**src/rtl/easyaxi_slv_pkg.sv**
```systemverilog
// Shared types and constants for the EasyAXI read slave: R response codes and FSM states.
// Bus widths come from the AXI_ADDR_WIDTH / AXI_DATA_WIDTH macros (defaulted here if unset).
`ifndef AXI_ADDR_WIDTH
`define AXI_ADDR_WIDTH 32
`endif
`ifndef AXI_DATA_WIDTH
`define AXI_DATA_WIDTH 32
`endif

package easyaxi_slv_pkg;

    localparam logic [1:0] AXI_RESP_OKAY   = 2'b00;
    localparam logic [1:0] AXI_RESP_DECERR = 2'b11;

    // Latency counter is wide enough for RD_LAT up to 255
    localparam int SLV_CNT_W = 8;

    typedef enum logic [1:0] {
        SLV_IDLE = 2'd0,
        SLV_WAIT = 2'd1,
        SLV_RESP = 2'd2
    } slv_state_e;

endpackage

```
**src/rtl/easyaxi_slv_fifo.sv**
```systemverilog
// In-order request queue for the read slave; head entry is visible on dout without a pop.
// Pushes while full and pops while empty are ignored.
module easyaxi_slv_fifo #(
    parameter int WIDTH = 32,
    parameter int DEPTH = 4
) (
    input  logic             clk,
    input  logic             rst_n,
    input  logic             push,
    input  logic             pop,
    input  logic [WIDTH-1:0] din,
    output logic [WIDTH-1:0] dout,
    output logic             full,
    output logic             empty
);

    localparam int PTR_W = (DEPTH > 1) ? $clog2(DEPTH) : 1;
    localparam int CNT_W = $clog2(DEPTH + 1);

    logic [WIDTH-1:0] mem [DEPTH];
    logic [PTR_W-1:0] wr_ptr_reg;
    logic [PTR_W-1:0] rd_ptr_reg;
    logic [CNT_W-1:0] count_reg;
    logic             do_push;
    logic             do_pop;

    assign full    = (count_reg == CNT_W'(DEPTH));
    assign empty   = (count_reg == '0);
    assign do_push = push & ~full;
    assign do_pop  = pop & ~empty;
    assign dout    = mem[rd_ptr_reg];

    always_ff @(posedge clk) begin
        if (do_push) begin
            mem[wr_ptr_reg] <= din;
        end
    end

    // Pointers wrap naturally because DEPTH is a power of two
    always_ff @(posedge clk or negedge rst_n) begin
        if (!rst_n) begin
            wr_ptr_reg <= '0;
            rd_ptr_reg <= '0;
            count_reg  <= '0;
        end else begin
            if (do_push) begin
                wr_ptr_reg <= wr_ptr_reg + PTR_W'(1);
            end
            if (do_pop) begin
                rd_ptr_reg <= rd_ptr_reg + PTR_W'(1);
            end
            case ({do_push, do_pop})
                2'b10:   count_reg <= count_reg + CNT_W'(1);
                2'b01:   count_reg <= count_reg - CNT_W'(1);
                default: count_reg <= count_reg;
            endcase
        end
    end

endmodule

```
**src/rtl/easyaxi_slv.sv**
```systemverilog
// EasyAXI read slave: queues AR addresses, waits RD_LAT cycles, returns one R beat per request.
// Optional address decode error response is enabled with the EASYAXI_SLV_DECERR_EN macro.
`ifndef AXI_ADDR_WIDTH
`define AXI_ADDR_WIDTH 32
`endif
`ifndef AXI_DATA_WIDTH
`define AXI_DATA_WIDTH 32
`endif

module easyaxi_slv
    import easyaxi_slv_pkg::*;
#(
    parameter int                         FIFO_DEPTH   = 4,
    parameter int                         RD_LAT       = 2,
    parameter logic [`AXI_DATA_WIDTH-1:0] DATA_PATTERN = 'h5A5A5A5A,
    parameter logic [`AXI_ADDR_WIDTH-1:0] ADDR_LIMIT   = 'h100
) (
    input  logic                       clk,
    input  logic                       rst_n,
    input  logic                       axi_slv_arvalid,
    output logic                       axi_slv_arready,
    input  logic [`AXI_ADDR_WIDTH-1:0] axi_slv_araddr,
    output logic                       axi_slv_rvalid,
    input  logic                       axi_slv_rready,
    output logic [`AXI_DATA_WIDTH-1:0] axi_slv_rdata,
    output logic [1:0]                 axi_slv_rresp
);

    localparam int AW = `AXI_ADDR_WIDTH;
    localparam int DW = `AXI_DATA_WIDTH;
    localparam logic [SLV_CNT_W-1:0] LAT_LOAD = SLV_CNT_W'(RD_LAT);

    slv_state_e           state_reg, state_next;
    logic [SLV_CNT_W-1:0] cnt_reg, cnt_next;
    logic [AW-1:0]        addr_reg, addr_next;
    logic [DW-1:0]        rdata_reg, rdata_next;
    logic [1:0]           rresp_reg, rresp_next;

    logic                 fifo_push;
    logic                 fifo_pop;
    logic [AW-1:0]        fifo_dout;
    logic                 fifo_full;
    logic                 fifo_empty;

    logic [AW-1:0]        resp_addr;
    logic [DW-1:0]        addr_ext;
    logic [DW-1:0]        resp_data;
    logic [1:0]           resp_code;

    assign axi_slv_arready = ~fifo_full;
    assign fifo_push       = axi_slv_arvalid & ~fifo_full;

    easyaxi_slv_fifo #(
        .WIDTH (AW),
        .DEPTH (FIFO_DEPTH)
    ) u_fifo (
        .clk   (clk),
        .rst_n (rst_n),
        .push  (fifo_push),
        .pop   (fifo_pop),
        .din   (axi_slv_araddr),
        .dout  (fifo_dout),
        .full  (fifo_full),
        .empty (fifo_empty)
    );

    // With zero latency the response is formed straight from the queue head
    assign resp_addr = (state_reg == SLV_IDLE) ? fifo_dout : addr_reg;

    for (genvar gi = 0; gi < DW; gi++) begin : g_addr_ext
        if (gi < AW) begin : g_bit
            assign addr_ext[gi] = resp_addr[gi];
        end else begin : g_zero
            assign addr_ext[gi] = 1'b0;
        end
    end

`ifdef EASYAXI_SLV_DECERR_EN
    logic decerr;
    assign decerr    = (resp_addr >= ADDR_LIMIT);
    assign resp_code = decerr ? AXI_RESP_DECERR : AXI_RESP_OKAY;
    assign resp_data = decerr ? '0 : (addr_ext ^ DATA_PATTERN);
`else
    assign resp_code = AXI_RESP_OKAY;
    assign resp_data = addr_ext ^ DATA_PATTERN;
`endif

    always_ff @(posedge clk or negedge rst_n) begin
        if (!rst_n) begin
            state_reg <= SLV_IDLE;
            cnt_reg   <= '0;
            addr_reg  <= '0;
            rdata_reg <= '0;
            rresp_reg <= AXI_RESP_OKAY;
        end else begin
            state_reg <= state_next;
            cnt_reg   <= cnt_next;
            addr_reg  <= addr_next;
            rdata_reg <= rdata_next;
            rresp_reg <= rresp_next;
        end
    end

    always_comb begin
        state_next = state_reg;
        cnt_next   = cnt_reg;
        addr_next  = addr_reg;
        rdata_next = rdata_reg;
        rresp_next = rresp_reg;
        fifo_pop   = 1'b0;
        case (state_reg)
            SLV_IDLE: begin
                if (!fifo_empty) begin
                    fifo_pop  = 1'b1;
                    addr_next = fifo_dout;
                    if (RD_LAT == 0) begin
                        state_next = SLV_RESP;
                        rdata_next = resp_data;
                        rresp_next = resp_code;
                    end else begin
                        cnt_next   = LAT_LOAD;
                        state_next = SLV_WAIT;
                    end
                end
            end
            SLV_WAIT: begin
                cnt_next = cnt_reg - SLV_CNT_W'(1);
                if (cnt_reg == SLV_CNT_W'(1)) begin
                    state_next = SLV_RESP;
                    rdata_next = resp_data;
                    rresp_next = resp_code;
                end
            end
            SLV_RESP: begin
                if (axi_slv_rready) begin
                    state_next = SLV_IDLE;
                end
            end
            default: state_next = SLV_IDLE;
        endcase
    end

    assign axi_slv_rvalid = (state_reg == SLV_RESP);
    assign axi_slv_rdata  = rdata_reg;
    assign axi_slv_rresp  = rresp_reg;

endmodule

```
**config.mk**
```make
export PLATFORM = sky130hd
export DESIGN_NAME = easyaxi_slv
export DESIGN_NICKNAME = d
export VERILOG_FILES = /design/src/rtl/easyaxi_slv_pkg.sv /design/src/rtl/easyaxi_slv_fifo.sv /design/src/rtl/easyaxi_slv.sv
export SDC_FILE = /design/constraint.sdc
export NUM_CORES = 1
export LEC_CHECK = 0
export ABC_AREA = 1
export BUFFER_PORTS_ARGS = -buffer_cell sky130_fd_sc_hd__buf_2
export CAP_MARGIN = 40
export CORE_MARGIN = 10
export CORE_UTILIZATION = 40
export CTS_CLUSTER_DIAMETER = 120
export DETAILED_ROUTE_END_ITERATION = 6
export PLACE_DENSITY = 0.66
export SLEW_MARGIN = 20
export SYNTH_ARGS = -nofsm -noshare
export SYNTH_HDL_FRONTEND = slang
export SYNTH_SLANG_ARGS = --single-unit
```
**constraint.sdc**
```tcl
create_clock -name clk -period 2.7 [get_ports clk]
set_input_delay 0.27 -clock clk [delete_from_list [all_inputs] [get_ports clk]]
set_output_delay 0.27 -clock clk [all_outputs]
set_load 0.1 [all_outputs]
```
# --- Word level (Yosys, flattened, before mapping) ---
# Memory sizes are Yosys's and may differ from the RTL's.
# Cells that the tools add are included.
classes:
  n_addsub: 5
  eq_ne: 9
  mux: 12
  n_bitwise: 6
  n_reduce_logical: 8
ops:
  columns: ["cell", "n"]
  rows:
  - ["$mux W32", 1]
  - ["$not A16 Y16", 1]
  - ["$pmux W8 S2", 1]
  - ["$eq A8 B1 Y1 const B", 1]
  - ["$mux W8", 1]
  - ["$sub A8 B1 Y8 const B", 1]
  - ["$mux W2", 3]
  - ["$pmux W2 S3", 1]
  - ["$pmux W3 S2", 1]
  - ["$reduce_and A2 Y1", 3]
  - ["$add A2 B1 Y2 const B", 2]
  - ["$eq A2 B1 Y1 const B", 2]
  - ["$eq A2 B2 Y1 const B", 2]
  - ["$mux W1", 4]
  - ["$ne A2 B2 Y1 const B", 2]
  - ["$reduce_bool A2 Y1", 2]
  - ["$add A3 B1 Y3 const B", 1]
  - ["$and A1 B1 Y1", 3]
  - ["$eq A3 B3 Y1 const B", 1]
  - ["$logic_not A3 Y1", 1]
  - ["$reduce_and A3 Y1", 1]
  - ["$sub A3 B1 Y3 const B", 1]
  - ["$logic_not A2 Y1", 1]
  - ["$ne A2 B1 Y1 const B", 1]
  - ["$not A1 Y1", 2]
word_totals:
  reg_bits: 81
  ram_bits: 128
  inputBits: 36
  memories: 1
memory_table:
  columns: ["memory", "depth", "word_bits", "read_ports", "rd_ports_with_merged_regs", "wr", "line", "rtl"]
  rows:
  - ["u_fifo.mem", 4, 32, 1, 0, 1, "easyaxi_slv_fifo.sv:20", "logic [WIDTH-1:0] mem [DEPTH];"]

# --- Longest topological paths before layout ---
# Gate-level depths: netlist of run 1.
depth:
  depth_word: 6
  ltp_mapped: 10

# --- Hierarchy ---
# Synthesis of run 1 repeated with hierarchy kept, for this count alone.
hier_totals:
  hier_cells: 875
  hier_area_um2: 9120.0
modules_own_cells:
  columns: ["module", "n_inst", "cells_per_inst", "area_each_um2", "seq_area_each_um2"]
  rows:
  - ["easyaxi_slv_fifo", 1, 435, 5562.8, 4018.9]
  - ["easyaxi_slv", 1, 440, 3557.2, 1851.8]

# --- Least setup slack after synthesis of run 1 ---
# No wires, ideal clock.
synth_path:
  path_kind: "register -> register"
  startpoint: "reg u_fifo.count_reg[0]"
  endpoint: "mem u_fifo.mem[0][0] (enable)"
  setup_ns: 0.421
  arrival_ns: 2.923
  slack_ns: -0.644
  stages_incl_launch_ff: 5
  path_buffers: 0
  period_less_slack_ns: 3.344
  path_cell_list: "dfrtp_1 > nor2_1 > nand2_1 > nand2_1 > nor2_1"
synth_between:
  elab_chain_cells: 6
synth_lines:
  columns: ["element", "line", "rtl"]
  rows:
  - ["from (decl)", "easyaxi_slv_fifo.sv:23", "logic [CNT_W-1:0] count_reg;"]
  - ["from (signal assigned)", "easyaxi_slv_fifo.sv:53", "2'b10: count_reg <= count_reg + CNT_W'(1);"]
  - ["from (signal assigned)", "easyaxi_slv_fifo.sv:54", "2'b01: count_reg <= count_reg - CNT_W'(1);"]
  - ["from (signal assigned)", "easyaxi_slv_fifo.sv:55", "default: count_reg <= count_reg;"]
  - ["$eq A3 B3 Y1 (*)", "easyaxi_slv_fifo.sv:27", "assign full = (count_reg == CNT_W'(DEPTH));"]
  - ["$not A1 Y1 (*)", null, null]
  - ["via axi_slv_arready", "easyaxi_slv.sv:21", "output logic axi_slv_arready,"]
  - ["$and A1 B1 Y1", "easyaxi_slv.sv:51", "assign fifo_push = axi_slv_arvalid & ~fifo_full;"]
  - ["$and A1 B1 Y1 (*)", "easyaxi_slv_fifo.sv:29", "assign do_push = push & ~full;"]
  - ["$mux W1 (*)", "easyaxi_slv_fifo.sv:34", "if (do_push) begin"]
  - ["$mux W1 (not written as such) (*)", "easyaxi_slv_fifo.sv:35", "mem[wr_ptr_reg] <= din;"]
  - ["to (decl)", "easyaxi_slv_fifo.sv:20", null]
# Mark *: on every way through the listed nets, which the timed path passes. The rest lies on a longest branch.

# --- Worst setup path in the final report of run 1 ---
layout_path:
  startpoint: "reg u_fifo.count_reg[0]"
  endpoint: "reg u_fifo.count_reg[2]"
layout_between:
  elab_chain_cells: 6
  word_cells_on_any_way: 15
layout_lines:
  columns: ["element", "line", "rtl"]
  rows:
  - ["$logic_not A3 Y1 or $eq A3 B3 Y1 (tied branches)", "easyaxi_slv_fifo.sv:28, easyaxi_slv_fifo.sv:27", null]
  - ["$mux W1 or $not A1 Y1 (tied branches)", "easyaxi_slv.sv:113, easyaxi_slv_fifo.sv:29, easyaxi_slv.sv:51", null]
  - ["$mux W1 or $and A1 B1 Y1 (tied branches)", "easyaxi_slv.sv:111, easyaxi_slv.sv:51", null]
  - ["$and A1 B1 Y1 (on tied branches)", "easyaxi_slv_fifo.sv:30, easyaxi_slv_fifo.sv:29", null]
  - ["$eq A2 B1 Y1 or $eq A2 B2 Y1 (tied branches)", "easyaxi_slv_fifo.sv:52", "case ({do_push, do_pop})"]
  - ["$pmux W3 S2 or $reduce_bool A2 Y1 (tied branches)", null, null]
# Parallel ways exist; a longest one is shown, timed or not.
# A chain may end at the register's enable or synchronous reset.

==> results.yml, run 1 <==
critical_path:
  timing.rr.end: "u_fifo.count_reg[2]"
  critPathLaunchType: "flip-flop"
  rrSetupSlack_ns: 0.65
  cp.required_ns: 3.06
  crit_fanout: 8
  r2r-start: "u_fifo.count_reg[0]"
  cp.arrival_ns: 2.41
  end_kind: "flip-flop"
  reg2reg_depth: 8
  path_class: "flip-flop to flip-flop"
layout:
  ff_latch_area_sq_um: 5870
  final_nets: 875
  syn_to_final_growth_pct: 19.9
  drive_gt1_frac: 0.149
  largest_reg_flops: 128
  multi_input_area_sq_um: 2020
  final_common_cell: "nand2_1"
  final_cell_mix: "nand2_1 (241), nand3_1 (137), edfxtp_1 (128)"
  fin_util: 0.489
  nFillCells: 1805
pwr:
  p_per_area_nw_per_um2: 1250
  p_leak_nw: 4.26
  p_total_mw: 12.4
  ir_drop_mv: 0.406
place:
  dp_hpwl_microns: 10400
  port_buffers: 69
  gp_congestion: 0.728
sta:
  fin_skew_ns: 0.0152
  timing.final.hold_violations: 0
  min_period_ns: 2.05
  post-route-period-util: 0.759
  rsz0062_at_grt: "false"
  setup_violations: 0
  setup_tns_ns: 0
  hold-worst-slack_ns: 0.0145
  fmax_mhz: 488
  slew_headroom: 0.536
  slew_viol_final: 0
  worst-slew-pin-transition_ns: 0.696
min_path:
  worstHoldStart: "axi_slv_araddr[19]"
  min_to: "u_fifo.mem[1][19]"
  hold_path_class: "input port to flip-flop"
  whs_path_depth: 1
clock_network:
  clock-sinks: 209
  cts_buffers: 22
  clock_latency_ns: 0.50
  clockRootBuffer: "clkbuf_16"
  cts_setup_buffers: 0
  clockBufferDepth: 3
  cts_hold_buf: 31
  cts.reportedPaths.clkPinSlew_ns: 0.06
  cts_resized: 0
  cts_tree: "yes"
  cts_max_level: 1
floorplan:
  initial_core_util: 0.408
  die-area_sq_um: 26800
  ios: 72
  dieWidth_microns: 164
  die_y_microns: 164
  rows: 52
  core_area_sq_um: 20200
detailed_routing:
  vias: 5299
  viasPerCell: 4.73
  drtIter0Drc: 320
  routed_wl_microns: 17300
  wl_per_cell_microns: 15.5
  dr.pass1.iters: 4
  ant_nets: 0
  drc_errors: 0
global_route:
  grt_pass1_vias: 5236
  grt_pass1_wl_microns: 28000
  grt_usage: 0.129
  grt_max_degree: 66
  antenna_found_initial: 3
  overflow: 0
logic_synthesis:
  synth_xor_area_frac: 0.00318
  yosys-mux-area-fraction: 0.00136
  synth-compound-area-share: 0.0171
  synth.largest_area_cell: "edfxtp_1"
  synthDistinctLibCells: 29
  yosys_warnings: 0
  synth_fa_ha_area_frac: 0.0130
  synth_top_family_by_area: "simple AND/OR/NAND/NOR gates"
  synth.avg_cell_area_sq_um: 11.3
  netlist_instances: 733
  yosysSeqAreaShare: 0.711
  ys_ff_latch: 209
  yosys.area_share.simple: 0.208
  syn_area_sq_um: 8250
  synth_top_area_share: 0.466
  ys_top_cells_by_area: "edfxtp_1 (47%), dfrtp_1 (25%), nand2_1 (11%)"
run:
  maxCapViolCount: 0
run_status:
  run_status: "completed"
critical path, stage by stage, from the launching register on:
cell and delay [ns]:
dfrtp_1 0.40, nor2_1 0.08, nand2_1 0.07, nand2_1 0.21, ha_1 0.31, fa_1 0.40
a21oi_1 0.16, o21ai_0 0.13, xor2_1 0.16
final cells by class:
type,instances,area share
clock buffers,31,0.0612
well taps,270,0.0341
clock inverters,9,0.0121
diodes,3,0.000759
inverters,39,0.0148
multi-input cells,446,0.205
flip-flops and latches,209,0.594
repair buffers,113,0.0789
cells by family after synthesis:
family                     after synthesis
muxes                                    1
xor gates and xnor gates                 3
DFF                                    209
and+or+nand+nor                        404
other                                    1
AOI/OAI and AO/OA                       28
adders and majority gates                8
buffers and inverters                   79
synthesized netlist by cell type, drive strengths merged:
cell,number
nand3,138
o21ai,24
xnor2,1
nand2,244
dfrtp,81
inv,39
xor2,2
nor2,21
ha,7
a21oi,3
a31oi,1
buf,33
fa,1
conb,1
mux2,1
clkbuf,7
edfxtp,128
nand4,1
metal layers:
metal / track usage / wire length, microns / vias to the layer above
met4: 0.0370 / 277 / 0
li1: - / - / 2658
met2: 0.203 / 7890 / 138
met1: 0.175 / 8030 / 2484
met5: 0 / 0 / -
met3: 0.0307 / 1120 / 19
report_power, final:
part	switching [mW]	internal, mW	total [mW]
sequential	0.354	4.37	4.73
combinational	3.65	1.04	4.69
clock	1.14	1.85	2.99
worst max-delay path by stage:
stage	start	endpoint	slack, ns	depth (start not counted)
2_1_floorplan	u_fifo.count_reg[0]	u_fifo.mem[0][0]	-0.18	4
3_3_place_gp	u_fifo.count_reg[0]	u_fifo.count_reg[1]	0.77	6
3_5_place_dp	u_fifo.count_reg[0]	u_fifo.count_reg[2]	0.65	8
4_1_cts	u_fifo.count_reg[0]	u_fifo.count_reg[2]	0.64	8
5_1_grt	u_fifo.count_reg[0]	u_fifo.count_reg[2]	0.44	8
6_report	u_fifo.count_reg[0]	u_fifo.count_reg[2]	0.65	8
metrics by stage:
step	cells	setup slack, ns	area, sq um
2_1_floorplan	734	-0.185	8270
3_3_place_gp	1046	0.765	8850
3_5_place_dp	1046	0.648	8850
4_1_cts	1117	0.640	9890
5_1_grt	1119	0.444	9890
6_report	1120	0.649	9890
Note: power is estimated with default switching activity, not from simulation.
==> run 2: changes to the inputs <==
PLACE_DENSITY = 0.68   (was 0.66)
clock period = 1.8 ns   (was 2.7 ns; I/O delays follow)
==> results.yml, run 2 (synthesis results as in run 1) <==
floorplan:
  die_y_microns: 164
  initial_core_util: 0.408
  ios: 72
  rows: 52
  die-area_sq_um: 26800
  dieWidth_microns: 164
  core_area_sq_um: 20200
pwr:
  p_total_mw: 18.6
  p_per_area_nw_per_um2: 1850
  ir_drop_mv: 0.727
  p_leak_nw: 4.29
critical_path:
  cp_slowest_stage_delay_ns: 0.40
  r2r-start: "u_fifo.count_reg[0]"
  reg2reg_depth: 9
  rrSetupSlack_ns: 0.07
  end_kind: "flip-flop"
  path_class: "flip-flop to flip-flop"
  slowest_stage: "dfrtp_1"
  cp.arrival_ns: 2.11
  cpMostUsedCell: "nand2_2"
  crit_fanout: 3
  path_cells: "nor2_4 > nand2_2 > nand2_2 > inv_2 > ha_4 > fa_2 > a21oi_2 > o21ai_1 > xor2_1"
  critPathLaunchType: "flip-flop"
  cp.required_ns: 2.17
  timing.rr.end: "u_fifo.count_reg[2]"
sta:
  fmax_mhz: 576
  post-route-period-util: 0.964
  setup_violations: 0
  worst-slew-pin-transition_ns: 0.538
  min_period_ns: 1.73
  fin_skew_ns: 0.0126
  slew_headroom: 0.641
  timing.final.hold_violations: 0
  slew_viol_final: 0
global_route:
  overflow: 0
  antenna_found_initial: 1
  grt_pass1_wl_microns: 28500
  grt_usage: 0.131
  grt_max_degree: 72
  grt_pass1_vias: 5218
layout:
  fin_util: 0.495
  drive_gt1_frac: 0.162
  final_nets: 883
  multi_input_area_sq_um: 2100
  ff_latch_area_sq_um: 5870
  final_common_cell: "nand2_1"
  nFillCells: 1801
  syn_to_final_growth_pct: 21.5
  final_cell_mix: "nand2_1 (238), nand3_1 (137), edfxtp_1 (128)"
  largest_reg_flops: 128
detailed_routing:
  drc_errors: 0
  viasPerCell: 4.76
  dr.pass1.iters: 5
  vias: 5358
  routed_wl_microns: 17700
  ant_nets: 0
  drtIter0Drc: 423
  wl_per_cell_microns: 15.7
run:
  maxCapViolCount: 0
place:
  dp_hpwl_microns: 10900
  port_buffers: 69
  gp_congestion: 0.764
clock_network:
  clock-sinks: 209
  clockRootBuffer: "clkbuf_16"
  clock_latency_ns: 0.50
  cts.reportedPaths.clkPinSlew_ns: 0.06
  cts_tree: "yes"
  cts_buffers: 21
  clockBufferDepth: 3
  cts_max_level: 1
min_path:
  hold_path_class: "input port to async pin"
run_status:
  run_status: "completed"
[run 2: changes by cell type in the layout (fill, tap and decap cells not counted), moves of 3 or more]
cell | previous run | this run
nand2_1 | 241 | 238
nor2_4 | 1 | 6
dlygate4sd3_1 | 31 | 34
nor2_2 | 5 | 2
buf_12 | 2 | 8
[run 2: metrics by stage]
stage | hold slack (ns) | instance area, sq um | TNS [ns] | setup slack (ns) | instances
2_1_floorplan | -0.116 | 8340 | -0.749 | -0.134 | 734
3_3_place_gp | 0.0252 | 9030 | 0 | 0.0579 | 1052
3_5_place_dp | 0.0279 | 9030 | 0 | 0.0263 | 1052
4_1_cts | 0.0532 | 10000 | 0 | 0.0124 | 1124
5_1_grt | 0.0924 | 10000 | -0.00423 | -0.00423 | 1125
6_report | 0.0658 | 10000 | 0 | 0.0654 | 1125
[run 2: repair_timing]
item                                    in CTS  in global routing
endpoints found under the setup margin       0                  2
resized for setup                            0                  3
endpoints found under the hold margin      210                  0
hold buffers                                34                  0
buffers inserted                             0                  0
[run 2: worst max path at each step]
stage,start,to,slack [ns],cells past startpoint
after floorplan,u_fifo.count_reg[1],u_fifo.count_reg[1],-0.13,6
after global placement,u_fifo.count_reg[1],u_fifo.count_reg[2],0.06,9
after global routing,u_fifo.count_reg[0],u_fifo.count_reg[2],-0.004,9
final,u_fifo.count_reg[0],u_fifo.count_reg[2],0.07,9
after CTS,u_fifo.count_reg[1],u_fifo.count_reg[2],0.01,9
after detailed placement,u_fifo.count_reg[1],u_fifo.count_reg[2],0.03,9
[run 2: critical path, delay by kind of cell (launching register included)]
kind                       cells  cell delay, ns
AOI/OAI and AO/OA              2            0.20
and+or+nand+nor                3            0.31
buffers and inverters          1            0.05
DFF                            1            0.40
adders and majority gates      2            0.52
xor gates and xnor gates       1            0.14
[run 2: power breakdown]
group / total (mW) / switching (mW) / internal [mW] / leakage (nW)
logic: 7.43 / 5.59 / 1.84 / 1.79
registers: 7.11 / 0.551 / 6.56 / 2.19
clock network: 4.05 / 1.69 / 2.36 / 0.310
total: 18.6 / 7.83 / 10.8 / 4.29
[run 2: metal layers]
metal | vias up | wire length (microns) | global-route usage | part of all wire
met5 | - | 0 | 0 | 0
met4 | 0 | 269 | 0.0366 | 0.015
met3 | 22 | 1230 | 0.0242 | 0.070
met2 | 149 | 8070 | 0.201 | 0.46
met1 | 2521 | 8100 | 0.185 | 0.46
li1 | 2666 | - | - | -
[run 2: cell type report]
type	count	area share
clock buffers	32	0.0576
repair buffers	122	0.0929
well taps	270	0.0337
multi-input cells	446	0.209
inverters	39	0.0146
clock inverters	6	0.00574
flip-flops and latches	209	0.586
diodes	1	0.000250
